<file path="src/rtl/shift_ctrl_pkg.sv">
// -----------------------------------------------------------------------------
// shift_ctrl_pkg
// Shared definitions for the multi-cycle shift sequencer:
//   - state_e   : sequencer FSM states (S_IDLE / S_SHIFT / S_DONE)
//   - DIR_LEFT / DIR_RIGHT : shift direction encodings
//   - WIDTH_DEF / CNT_W_DEF : default operand width and shift-count width
//   - right_fill(): fill bit for a right step (sign or zero)
// Optional feature macro: ARITH_SHIFT_EN (arithmetic right shifts).
// -----------------------------------------------------------------------------
package shift_ctrl_pkg;

  localparam int WIDTH_DEF = 32;
  localparam int CNT_W_DEF = 5;

  localparam logic DIR_LEFT  = 1'b0;
  localparam logic DIR_RIGHT = 1'b1;

  typedef enum logic [1:0] {
    S_IDLE  = 2'd0,
    S_SHIFT = 2'd1,
    S_DONE  = 2'd2
  } state_e;

  // Fill bit entering the MSB on a right step: replicate the sign only for
  // arithmetic shifts, otherwise shift in zero.
  function automatic logic right_fill(input logic arith, input logic msb);
    return arith & msb;
  endfunction

endpackage : shift_ctrl_pkg

</file>
<file path="src/rtl/shift_step.sv">
// -----------------------------------------------------------------------------
// shift_step
// Purely combinational single-position shifter used on the accumulator
// feedback path of shift_sequencer.
// Ports:
//   operand  in  WIDTH  value to shift
//   dir      in  1      DIR_LEFT / DIR_RIGHT
//   fill     in  1      bit entering the MSB on a right step
//   shifted  out WIDTH  operand shifted by one position
// Optional feature macro: ARITH_SHIFT_EN (affects only the fill source in the
// parent; this module is identical in both builds).
// -----------------------------------------------------------------------------
module shift_step
  import shift_ctrl_pkg::*;
#(
  parameter int WIDTH = WIDTH_DEF
) (
  input  logic [WIDTH-1:0] operand,
  input  logic             dir,
  input  logic             fill,
  output logic [WIDTH-1:0] shifted
);

  // One-position left or right shift of the operand.
  always_comb begin
    shifted = operand;
    if (dir == DIR_LEFT) begin
      shifted = {operand[WIDTH-2:0], 1'b0};
    end else begin
      shifted = {fill, operand[WIDTH-1:1]};
    end
  end

endmodule : shift_step

</file>
<file path="src/rtl/shift_sequencer.sv">
// -----------------------------------------------------------------------------
// shift_sequencer
// Turns a single-position shift step into a 0..(2**CNT_W-1) position shift by
// applying one step per clock to an accumulator.
// Ports:
//   clk, rst                 clock, synchronous active-high reset
//   start_valid/start_ready  request handshake (accepted only in S_IDLE)
//   data_in, shift_dir, shift_amt [, shift_arith]  request payload
//   result/result_valid/result_ready  result handshake (held in S_DONE)
//   busy                     high in S_SHIFT or S_DONE
// Optional feature macro: ARITH_SHIFT_EN adds shift_arith; a right shift with
// shift_arith=1 replicates the sign bit on every step.
// -----------------------------------------------------------------------------
module shift_sequencer
  import shift_ctrl_pkg::*;
#(
  parameter int WIDTH = WIDTH_DEF,
  parameter int CNT_W = CNT_W_DEF
) (
  input  logic             clk,
  input  logic             rst,
  input  logic             start_valid,
  output logic             start_ready,
  input  logic [WIDTH-1:0] data_in,
  input  logic             shift_dir,
  input  logic [CNT_W-1:0] shift_amt,
`ifdef ARITH_SHIFT_EN
  input  logic             shift_arith,
`endif
  output logic [WIDTH-1:0] result,
  output logic             result_valid,
  input  logic             result_ready,
  output logic             busy
);

  localparam logic [CNT_W-1:0] CNT_ONE  = {{(CNT_W-1){1'b0}}, 1'b1};
  localparam logic [CNT_W-1:0] CNT_ZERO = {CNT_W{1'b0}};

  state_e           state_q, state_d;
  logic [WIDTH-1:0] acc_q,   acc_d;
  logic [CNT_W-1:0] rem_q,   rem_d;
  logic             dir_q,   dir_d;
  logic             arith_q, arith_d;
  logic             fill_s;
  logic [WIDTH-1:0] step_s;

`ifdef ARITH_SHIFT_EN
  logic arith_in_s;
  assign arith_in_s = shift_arith;
`else
  logic arith_in_s;
  assign arith_in_s = 1'b0;
`endif

  assign fill_s = right_fill(arith_q, acc_q[WIDTH-1]);

  shift_step #(.WIDTH(WIDTH)) u_step (
    .operand (acc_q),
    .dir     (dir_q),
    .fill    (fill_s),
    .shifted (step_s)
  );

  // Outputs decode straight from registered state; rst masks start_ready so a
  // request is never advertised as acceptable while reset is asserted.
  assign start_ready  = (state_q == S_IDLE) && !rst;
  assign result_valid = (state_q == S_DONE);
  assign busy         = (state_q != S_IDLE);
  assign result       = acc_q;

  // Next-state, accumulator and down-counter logic.
  always_comb begin
    state_d = state_q;
    acc_d   = acc_q;
    rem_d   = rem_q;
    dir_d   = dir_q;
    arith_d = arith_q;
    case (state_q)
      S_IDLE: begin
        if (start_valid) begin
          acc_d   = data_in;
          rem_d   = shift_amt;
          dir_d   = shift_dir;
          arith_d = arith_in_s;
          if (shift_amt == CNT_ZERO) begin
            state_d = S_DONE;
          end else begin
            state_d = S_SHIFT;
          end
        end else begin
          state_d = S_IDLE;
        end
      end
      S_SHIFT: begin
        acc_d = step_s;
        rem_d = rem_q - CNT_ONE;
        // The step taken with rem==1 is the last one.
        if (rem_q == CNT_ONE) begin
          state_d = S_DONE;
        end else begin
          state_d = S_SHIFT;
        end
      end
      S_DONE: begin
        if (result_ready) begin
          state_d = S_IDLE;
        end else begin
          state_d = S_DONE;
        end
      end
      default: begin
        state_d = S_IDLE;
      end
    endcase
  end

  // State registers; reset wins over any handshake in the same cycle.
  always_ff @(posedge clk) begin
    if (rst) begin
      state_q <= S_IDLE;
      acc_q   <= {WIDTH{1'b0}};
      rem_q   <= CNT_ZERO;
      dir_q   <= DIR_LEFT;
      arith_q <= 1'b0;
    end else begin
      state_q <= state_d;
      acc_q   <= acc_d;
      rem_q   <= rem_d;
      dir_q   <= dir_d;
      arith_q <= arith_d;
    end
  end

endmodule : shift_sequencer
</file>
<file path="config.mk">
export PLATFORM = sky130hd
export DESIGN_NAME = shift_sequencer
export DESIGN_NICKNAME = d
export VERILOG_FILES = /design/src/rtl/shift_ctrl_pkg.sv /design/src/rtl/shift_step.sv /design/src/rtl/shift_sequencer.sv
export SDC_FILE = /design/constraint.sdc
export NUM_CORES = 1
export LEC_CHECK = 0
export ABC_AREA = 1
export ABC_CLOCK_PERIOD_IN_PS = 1600
export CORE_MARGIN = 1.5
export CORE_UTILIZATION = 45
export DETAILED_ROUTE_END_ITERATION = 7
export PLACE_DENSITY = 0.8
export SYNTH_ARGS = -nofsm -noshare
export SYNTH_HDL_FRONTEND = slang
export SYNTH_SLANG_ARGS = --single-unit
</file>
<file path="constraint.sdc">
create_clock -name clk -period 1.6 [get_ports clk]
set_clock_uncertainty 0.1 [all_clocks]
set_input_delay 0.16 -clock clk [delete_from_list [all_inputs] [get_ports clk]]
set_output_delay 0.16 -clock clk [all_outputs]
set_load 0.005 [all_outputs]
</file>
==> results.sh <==
export IMPL_status="complete, no violations"
export IMPL_yosysWarnings=0
export IMPL_r2r_slack_ps=270
export IMPL_clockRootBuffer="sky130_fd_sc_hd__clkbuf_8"
export IMPL_final_layout_size_suffix_gt1_share_pct=9.686
export IMPL_synth_compound_area_share_pct=41.11
export IMPL_grt_antenna_before_repair=0
export IMPL_fin_area_um2=3134
export IMPL_detail_route_drc_violations=0
export IMPL_syn_avg_cell_area_um2=6.966
export IMPL_clkSinkCount=40
export IMPL_power_static_leakage_nw=1.199
export IMPL_most_common_layout_cells="sky130_fd_sc_hd__a21oi_1, sky130_fd_sc_hd__clkdlybuf4s50_1, sky130_fd_sc_hd__o21ai_0, sky130_fd_sc_hd__dfxtp_1, sky130_fd_sc_hd__inv_1"
export IMPL_post_route_min_period_ps=1550
export IMPL_layout_cells_most_common="sky130_fd_sc_hd__a21oi_1"
export IMPL_layout_core_utilization_pct=66.80
export IMPL_die_area_um2=5256
export IMPL_syn_instance_count=312
export IMPL_io_pins=77
export IMPL_drt_vias_per_instance=5.392
export IMPL_min_delay_path_depth=3
export IMPL_finalPower_mw=3.267
export IMPL_clock_tree_from_tritoncts="done"
export IMPL_timing_worst_slew_pin_value_ps=362.5
export IMPL_clk_latency_ps=300
export IMPL_drv_slew=0
export IMPL_sequential_cell_area_um2=804.5
export IMPL_placement_rows=25
export IMPL_timing_hold_worst_class="input pin to flop"
export IMPL_synthesis_area_um2=2173
export IMPL_cts_htree_levels=2
export IMPL_max_clock_path_buffers=2
export IMPL_whs_ps=383.9
export IMPL_track_usage_pct=22.42
export IMPL_max_freq_mhz=645.2
export IMPL_mappedNetlistNets=356
export IMPL_vias=2351
export IMPL_dpl_hpwl_mm=4.006
export IMPL_setup_tns_final_ps=0
export IMPL_min_to="result[14]"
export IMPL_critPathMaxFanout=5
export IMPL_timing_critical_path_to_type="primary output"
export IMPL_port_buffers=76
export IMPL_share_of_cell_area_taken_by_muxes_after_synthesis_pct=0
export IMPL_detailed_place_area_um2=2968
export IMPL_initial_utilization_pct=46.32
export IMPL_maxCapViolations=0
export IMPL_antenna_cells=0
export IMPL_r2r_start="rem_q[0]"
export IMPL_critPathArrivalTime_ps=1290
export IMPL_reg2reg_depth=6
export IMPL_slew_headroom_pct=75.83
export IMPL_crit_path_top_delay_cell="sky130_fd_sc_hd__clkdlybuf4s50_1"
export IMPL_timing_hold_violations_final=0
export IMPL_cp_cell_sequence="inv_2, nor2_2, clkdlybuf4s50_1"
export IMPL_r2r_end="rem_q[2]"
export IMPL_multi_input_gate_area_um2=1112
export IMPL_critical_path_required_ps=1340
export IMPL_yosysSeqAreaShare_pct=36.85
export IMPL_synth_lib_cells_used_distinct=18
export IMPL_number_of_global_route_vias_before_repair=2112
export IMPL_syn2layout_area_growth_pct=44.21
export IMPL_post_cts_setup_buffers=0
export IMPL_slowest_delay_ps=510
export IMPL_gpl_final_weighted_congestion=0.8441
export IMPL_grt_overflow=0
export IMPL_cellPowerDensity_nw_per_um2=1042
export IMPL_dpl_cell_count=428
export IMPL_num_nets_final=425
export IMPL_post_drt_wl_per_cell_um=13.30
export IMPL_dp_worst_setup_slack_ps=75.81
export IMPL_ctsHoldBuffers=0
export IMPL_final_setup_viol_count=0
export IMPL_drt_iter0_markers=177
export IMPL_floorplan_core_area_um2=4692
export IMPL_synth_seq_cells=40
export IMPL_dr_pass1_iters=4
export IMPL_worstHoldStart="data_in[14]"
export IMPL_largest_family_of_logic_cells_by_synthesized_area="compound AO/OA/AOI/OAI gates"
export IMPL_yosys_area_share_adder_pct=1.151
export IMPL_fillCellCount=439
export IMPL_grt_start_max_net_pins=44
export IMPL_yosys_area_share_xor_xnor_pct=0
export IMPL_worst_setup_hold_path_clk_slew_ps=80
export IMPL_die_height_um=72.50
export IMPL_setup_worst_path_class="flop to primary output"
export IMPL_wire_length_of_the_first_global_routing_pass_mm=9.473
export IMPL_inserted_clock_buffers=5
export IMPL_final_period_utilization_pct=96.87
export IMPL_floorplan_die_width_um=72.50
export IMPL_drtAntennaViolNets=0
export IMPL_max_vdd_ir_drop_mv=0.4956
export IMPL_instances_no_fill=436
export IMPL_detail_route_wirelength_mm=5.800
export IMPL_timing_critical_path_from_type="flop"
export IMPL_layout_setup_ws_ps=50.12
export IMPL_fraction_of_the_mapped_netlist_area_in_simple_logic_gates_pct=8.693
export IMPL_rsz_0062_raised_after_global_routing="false"
-- layer usage --
metal | vias to the layer above | share of wire (%) | global-route usage (%) | routed length, um
li1 | 1206 | - | - | -
met1 | 1080 | 45 | 29.85 | 2606
met2 | 60 | 50 | 36.42 | 2875
met3 | 5 | 4.8 | 5.000 | 279
met4 | 0 | 0.66 | 6.709 | 38
met5 | - | 0 | 0 | 0
-- registers in the layout, indices dropped and copies added (netlist names) --
register  flops
state_q       2
dir_q         1
rem_q         5
result       32
-- Yosys cell counts (all sizes together) --
master / instances / area (um2)
dfxtp: 40 / 800.8
a21oi: 96 / 525.5
o211ai: 1 / 7.510
o21ai: 70 / 354.1
nand3: 7 / 35.03
buf: 19 / 133.9
clkbuf: 6 / 22.52
a31oi: 1 / 6.260
inv: 29 / 108.9
nor2: 19 / 71.32
ha: 2 / 25.02
nand2: 22 / 82.58
-- worst max-delay path by stage --
stage	end	from	cells past startpoint
after floorplan	rem_q[2]	rem_q[0]	6
after CTS	result_valid	state_q[1]	3
after global routing	result_valid	state_q[1]	3
after global placement	result[22]	start_valid	6
after detailed placement	result[27]	start_valid	6
final	result_valid	state_q[1]	3
-- critical path: cells and delay by family, from the launching register on --
kind	cells	cell delay (ps)
buffers and inverters	2	570
DFF	1	330
and+or+nand+nor	1	100
-- timing repair --
action / 4_1_cts / 5_1_grt
gates resized for setup: 2 / 3
pin swaps: 0 / 0
endpoints found under the setup margin: 2 / 2
hold endpoints to repair: 0 / 0
-- cell families after synthesis --
kind of cell               count (synthesis)
adders and majority gates                  2
DFF                                       40
AOI/OAI and AO/OA                        168
buffers and inverters                     54
and+or+nand+nor                           48
-- layout make-up --
class,instances,share of cell area [%]
clock buffer,5,2.196
clock inverter,3,2.874
inverter,29,3.473
multi-input combinational,218,35.49
sequential,40,25.67
tap,54,2.156
timing repair buffer,87,28.14
-- where the power goes --
group	internal, mW	total, mW	switching [mW]	leakage [nW]
registers	1.11	1.22	0.106	0.333
logic	0.458	0.890	0.431	0.788
clock network	0.780	1.16	0.379	0.0784
Note: power is estimated with default switching activity, not from simulation.
